<file path="src/rtl/seq_divider.sv">
// seq_divider
// ---------------------------------------------------------------------------
// Multi-cycle signed integer divider for the ALU multdiv path. It uses
// restoring division on operand magnitudes and produces one quotient bit per
// cycle. The signs are applied to the finished magnitudes.
//
// Handshake: a one-cycle 'start' is accepted only in IDLE, where busy=0.
// While busy=1, start is ignored and the operands in flight do not change.
// 'data_ready' pulses for one cycle when the result is valid. quotient,
// remainder and exception keep their values until the next result or reset.
//
// Ports:
//   clock       system clock, rising edge
//   reset       synchronous active-high reset
//   start       launch pulse, sampled in IDLE
//   dividend    signed dividend, sampled with start
//   divisor     signed divisor, sampled with start
//   quotient    signed quotient, truncated toward zero
//   remainder   signed remainder, same sign as the dividend
//   data_ready  one-cycle result-valid pulse
//   exception   divide-by-zero flag, qualified by data_ready
//   busy        high in DIVIDE and DONE
//   dbg_state   current FSM state (IDLE=0, DIVIDE=1, DONE=2)
// ---------------------------------------------------------------------------
module seq_divider #(
  parameter int WIDTH = 32,
  parameter int CNT_W = 6
) (
  input  logic             clock,
  input  logic             reset,
  input  logic             start,
  input  logic [WIDTH-1:0] dividend,
  input  logic [WIDTH-1:0] divisor,
  output logic [WIDTH-1:0] quotient,
  output logic [WIDTH-1:0] remainder,
  output logic             data_ready,
  output logic             exception,
  output logic             busy,
  output logic [1:0]       dbg_state
);

  typedef enum logic [1:0] {
    S_IDLE   = 2'd0,
    S_DIVIDE = 2'd1,
    S_DONE   = 2'd2
  } state_t;

  state_t state_q, state_d;

  // Datapath registers. dvd_q starts as |dividend|. It shifts left into the
  // partial remainder, and quotient bits enter from the right. After WIDTH
  // iterations it holds the unsigned quotient.
  logic [WIDTH-1:0] rem_q;
  logic [WIDTH-1:0] dvd_q;
  logic [WIDTH-1:0] dsr_q;
  logic             sign_a_q;
  logic             sign_b_q;
  logic [CNT_W-1:0] cnt_q;

  logic             divisor_zero;
  logic             last_iter;
  logic [WIDTH-1:0] abs_dividend;
  logic [WIDTH-1:0] abs_divisor;
  logic [WIDTH:0]   shifted;
  logic [WIDTH:0]   trial;
  logic             trial_ok;
  logic [WIDTH-1:0] rem_next;
  logic [WIDTH-1:0] quo_next;
  logic [WIDTH-1:0] quo_signed;
  logic [WIDTH-1:0] rem_signed;

  assign divisor_zero = (divisor == '0);
  assign last_iter    = (cnt_q == CNT_W'(WIDTH - 1));

  // The magnitude of the most negative value wraps to itself. Read as
  // unsigned, that wrapped value is the correct magnitude.
  assign abs_dividend = dividend[WIDTH-1] ? (-dividend) : dividend;
  assign abs_divisor  = divisor[WIDTH-1]  ? (-divisor)  : divisor;

  // One restoring step. The partial remainder is always smaller than the
  // divisor, and the divisor is at most 2^(WIDTH-1). So the shifted value fits
  // in WIDTH+1 bits, and the top bit of the difference is a valid borrow flag.
  assign shifted  = {rem_q, dvd_q[WIDTH-1]};
  assign trial    = shifted - {1'b0, dsr_q};
  assign trial_ok = ~trial[WIDTH];
  assign rem_next = trial_ok ? trial[WIDTH-1:0] : shifted[WIDTH-1:0];
  assign quo_next = {dvd_q[WIDTH-2:0], trial_ok};

  // The sign fix-up is done on the final iteration. The registered result is
  // then already valid in the DONE cycle, when data_ready is high. Negating
  // 0x80000000 gives 0x80000000, which is the required overflow wrap.
  assign quo_signed = (sign_a_q ^ sign_b_q) ? (-quo_next) : quo_next;
  assign rem_signed = sign_a_q ? (-rem_next) : rem_next;

  // State register
  always_ff @(posedge clock) begin
    if (reset) begin
      state_q <= S_IDLE;
    end else begin
      state_q <= state_d;
    end
  end

  // Next-state logic
  always_comb begin
    state_d = state_q;
    case (state_q)
      S_IDLE: begin
        if (start) begin
          state_d = divisor_zero ? S_DONE : S_DIVIDE;
        end
      end
      S_DIVIDE: begin
        if (last_iter) begin
          state_d = S_DONE;
        end
      end
      S_DONE:  state_d = S_IDLE;
      default: state_d = S_IDLE;
    endcase
  end

  // DONE lasts exactly one cycle and is entered once per accepted start.
  // The result-valid pulse can therefore be decoded directly from the state.
  assign data_ready = (state_q == S_DONE);
  assign busy       = (state_q == S_DIVIDE) || (state_q == S_DONE);
  assign dbg_state  = state_q;

  // Datapath and result registers
  always_ff @(posedge clock) begin
    if (reset) begin
      rem_q     <= '0;
      dvd_q     <= '0;
      dsr_q     <= '0;
      sign_a_q  <= 1'b0;
      sign_b_q  <= 1'b0;
      cnt_q     <= '0;
      quotient  <= '0;
      remainder <= '0;
      exception <= 1'b0;
    end else begin
      case (state_q)
        S_IDLE: begin
          if (start) begin
            if (divisor_zero) begin
              quotient  <= '0;
              remainder <= dividend;
              exception <= 1'b1;
            end else begin
              sign_a_q <= dividend[WIDTH-1];
              sign_b_q <= divisor[WIDTH-1];
              dvd_q    <= abs_dividend;
              dsr_q    <= abs_divisor;
              rem_q    <= '0;
              cnt_q    <= '0;
            end
          end
        end
        S_DIVIDE: begin
          rem_q <= rem_next;
          dvd_q <= quo_next;
          cnt_q <= cnt_q + CNT_W'(1);
          if (last_iter) begin
            quotient  <= quo_signed;
            remainder <= rem_signed;
            exception <= 1'b0;
          end
        end
        default: begin
        end
      endcase
    end
  end

endmodule
</file>
<file path="config.mk">
export PLATFORM = sky130hd
export DESIGN_NAME = seq_divider
export DESIGN_NICKNAME = d
export VERILOG_FILES = /design/src/rtl/seq_divider.sv
export SDC_FILE = /design/constraint.sdc
export NUM_CORES = 1
export LEC_CHECK = 0
export ABC_AREA = 1
export CAP_MARGIN = 40
export CORE_MARGIN = 4
export CORE_UTILIZATION = 40
export CTS_CLUSTER_SIZE = 8
export DETAILED_ROUTE_END_ITERATION = 10
export RECOVER_POWER = 100
export SLEW_MARGIN = 20
export SYNTH_ARGS = -nofsm -noshare
export SYNTH_HDL_FRONTEND = slang
export SYNTH_SLANG_ARGS = --single-unit
</file>
<file path="constraint.sdc">
create_clock -name clock -period 4.7 [get_ports clock]
set_input_delay 1.175 -clock clock [delete_from_list [all_inputs] [get_ports clock]]
set_output_delay 1.175 -clock clock [all_outputs]
set_load 0.02 [all_outputs]
</file>
==> flow_metrics.py <==
metrics = {
    "critical_path": {
        "critPathKind": "in -> reg",
        "cp_max_fo": 31,
        "crit_path_top_delay_cell": "nor4_1",
        "crit_start": "divisor[0]",
        "worstPathCellList": "clkdlybuf4s50_1 > inv_1 > ha_1 > inv_1 > nor3_1 > nand2_1 > nor3_1 > nand4_1 > nor4_1 > nand2_1 > a21oi_4 > inv_2 > nor2_4 > buf_12 > a21boi_0 > o21ai_0 > a21oi_1",
        "critPathRequiredTime_ns": 5.07,
        "endpoint_kind": "flip-flop",
        "max_stage_delay_ns": 0.74,
        "startpoint_type": "primary input",
        "rrSetupSlack_ns": 0.38,
        "arrival_ns": 4.74,
        "reg2reg_from": "dvd_q[31]",
    },
    "worst_hold_path": {
        "hp-class": "reg -> reg",
        "hold_start": "quotient[30]",
    },
    "floorplan": {
        "start_util": 0.407,
        "row_count": 64,
        "die_w_um": 185,
        "dieArea_sq_mm": 0.0342,
        "die_y_um": 185,
        "io_pins": 136,
        "core_area_sq_mm": 0.0307,
    },
    "route": {
        "vias": 13300,
        "wl_mm": 40.9,
        "viasPerCell": 5.19,
        "drt_iter0_drc": 934,
        "drc_errors": 0,
        "dr.pass1.iters": 5,
        "avgRoutedWirePerCell_um": 15.9,
        "antenna_left": 0,
    },
    "finish": {
        "stdcell_area_sq_mm": 0.0148,
        "final_nets": 2269,
        "antenna-diode-count": 0,
        "area_growth_pct": 18.1,
        "layout-drive-gt1-share": 0.0469,
    },
    "timing": {
        "max-slew-margin-rel": 0.359,
        "fmax_mhz": 229,
        "finalCriticalPeriod_ns": 4.36,
        "fin_crit_sh": 0.928,
        "hold_viol": 0,
        "fin_skew_ns": 0.0127,
        "setup_viol": 0,
        "tightestPinTransition_ns": 0.953,
        "slew_viol_final": 0,
    },
    "global_route": {
        "grt-ovfl-total": 0,
        "first_global_vias": 12500,
        "grt_max_degree": 64,
        "grt_pass1_wl_mm": 64.9,
        "grt_usage": 0.236,
        "antenna_found_initial": 0,
    },
    "synth": {
        "syn_avg_cell_area_sq_um": 6.07,
        "synth.cell_area_sq_mm": 0.0125,
        "yosysSeqAreaShare": 0.273,
        "syn_inst": 2064,
        "ys_types": 53,
        "yosys_warnings": 0,
        "synth_top_area_cell": "dfxtp_1",
        "netlist_top_cells_area": "dfxtp_1 (27%), nand2_1 (17%), a21oi_1 (7.8%)",
        "yosysTopAreaCellShare": 0.273,
        "ys_ff_latch": 171,
        "syn-num-nets": 2172,
    },
    "clock_network": {
        "cts.clk_slew.worst_paths_ns": 0.07,
        "cts_max_path_buffers": 2,
        "insertion_delay_ns": 0.45,
        "h-tree-depth": 4,
        "cts_inserted_buffers": 17,
        "hold_buffers": 0,
        "cts-root-buf": "clkbuf_16",
        "cts_tree": "built",
        "numClockSinks": 171,
    },
    "run_status": {
        "status": "completed",
    },
    "power": {
        "p_leak_nw": 7.00,
        "ir_drop_uv": 281,
        "power.density_mw_per_mm2": 471,
        "power_w": 0.00697,
    },
    "placement": {
        "portBuffers": 135,
        "place_area_sq_mm": 0.0142,
        "hpwl_mm": 32.0,
        "globalplace.congestion": 0.903,
    },
    "job": {
        "maxCapViolations": 0,
    },
}
critical path: cells and delay by family:
family                     cells  cell delay (ns)
buffers and inverters          5             0.82
adders and majority gates      1             0.14
and+or+nand+nor                7             1.94
AOI/OAI and AO/OA              4             0.63
registers in the layout, summed over array words and instances, names as in the netlist:
name / cells
dbg_state: 2
dvd_q: 32
cnt_q: 6
sign_a_q: 1
remainder: 32
sign_b_q: 1
rem_q: 32
dsr_q: 32
exception: 1
quotient: 32
final cells by class:
type	count	area, sq um
multi-input combinational	1551	7770
sequential	171	3420
clock buffer	17	425
fill	3248	16000
inverter	258	968
clock inverter	15	151
timing repair buffer	162	1550
tap	396	495
cell usage after synthesis (all sizes together):
cell type / instances
inv: 256
fa: 1
ha: 40
xnor2: 20
or3: 1
a211oi: 7
buf: 22
a21oi: 199
nand2: 592
nand4: 16
or2: 8
clkbuf: 62
nand3b: 6
mux2: 2
nor3b: 4
o31ai: 7
clkinv: 2
o22ai: 2
dfxtp: 171
a22oi: 21
o21a: 1
o21bai: 7
o21ai: 179
o221ai: 1
mux2i: 1
a221oi: 2
a31o: 1
a21boi: 4
nor3: 27
a21o: 1
nor2: 192
nand3: 122
a31oi: 15
xor2: 46
o211ai: 19
nor4: 7
cell usage in the layout, fill, tap and decap left out, types with 20 or more instances in the layout:
cell type / count
clkdlybuf4s50_1: 65
dlygate4sd3_1: 69
o21ai_0: 159
nor3_1: 25
a22oi_1: 21
ha_1: 40
buf_4: 22
nand2_1: 579
xor2_1: 46
inv_1: 254
dfxtp_1: 171
nand3_1: 119
a21oi_1: 196
nor2_1: 186
xnor2_1: 20
metrics by stage:
step | hold WS, ns | util | worst slack, ns | std cells | TNS [ns]
2_1_floorplan | 0.430 | - | 0.391 | 2064 | 0
3_3_place_gp | 0.450 | 0.463 | 0.279 | 2538 | 0
4_1_cts | 0.466 | 0.482 | 0.172 | 2570 | 0
5_1_grt | 0.482 | 0.481 | -0.0209 | 2570 | -0.0209
3_5_place_dp | 0.455 | 0.463 | 0.209 | 2538 | 0
6_report | 0.461 | 0.481 | 0.338 | 2570 | 0
power breakdown:
part / total (W) / switching, W / internal [W] / leakage, nW
Sequential: 0.00192 / 0.000218 / 0.00171 / 1.39
Clock: 0.00143 / 0.000684 / 0.000749 / 0.282
Combinational: 0.00361 / 0.00246 / 0.00115 / 5.33
final timing paths:
kind                  end  cells after the start
min reg2reg  quotient[30]                      2
min          quotient[30]                      2
max reg2reg  quotient[30]                     29
max          quotient[27]                     17
cell families (layout without fill, tap and decap cells):
| logic type | Yosys count | in the layout | share of synthesized area |
|---|---|---|---|
| XOR/XNOR | 66 | 66 | 0.0461 |
| buffers and inverters | 342 | 452 | 0.106 |
| AND/OR/NAND/NOR | 975 | 975 | 0.324 |
| multiplexers | 3 | 3 | 0.00260 |
| adder cells (fa/ha/maj) | 41 | 41 | 0.0416 |
| flip-flops | 171 | 171 | 0.273 |
| AO/OA/AOI/OAI | 466 | 466 | 0.206 |
layer usage:
metal  vias up  routed length, um  GRT usage  share of wire
met5         -                  0          0              0
met4         0                586     0.0511          0.014
met3        39               1450     0.0249          0.036
met2       278              19800      0.418           0.48
met1      6102              19100      0.311           0.47
li1       6926                  -          -              -
timing repair:
| item | in CTS | in global routing |
|---|---|---|
| endpoints found under the hold margin | 0 | 0 |
| endpoints found under the setup margin | 0 | 5 |
| buffers inserted | 0 | 0 |
| gates resized for setup | 0 | 3 |
Power figures use the tool's default switching activity.
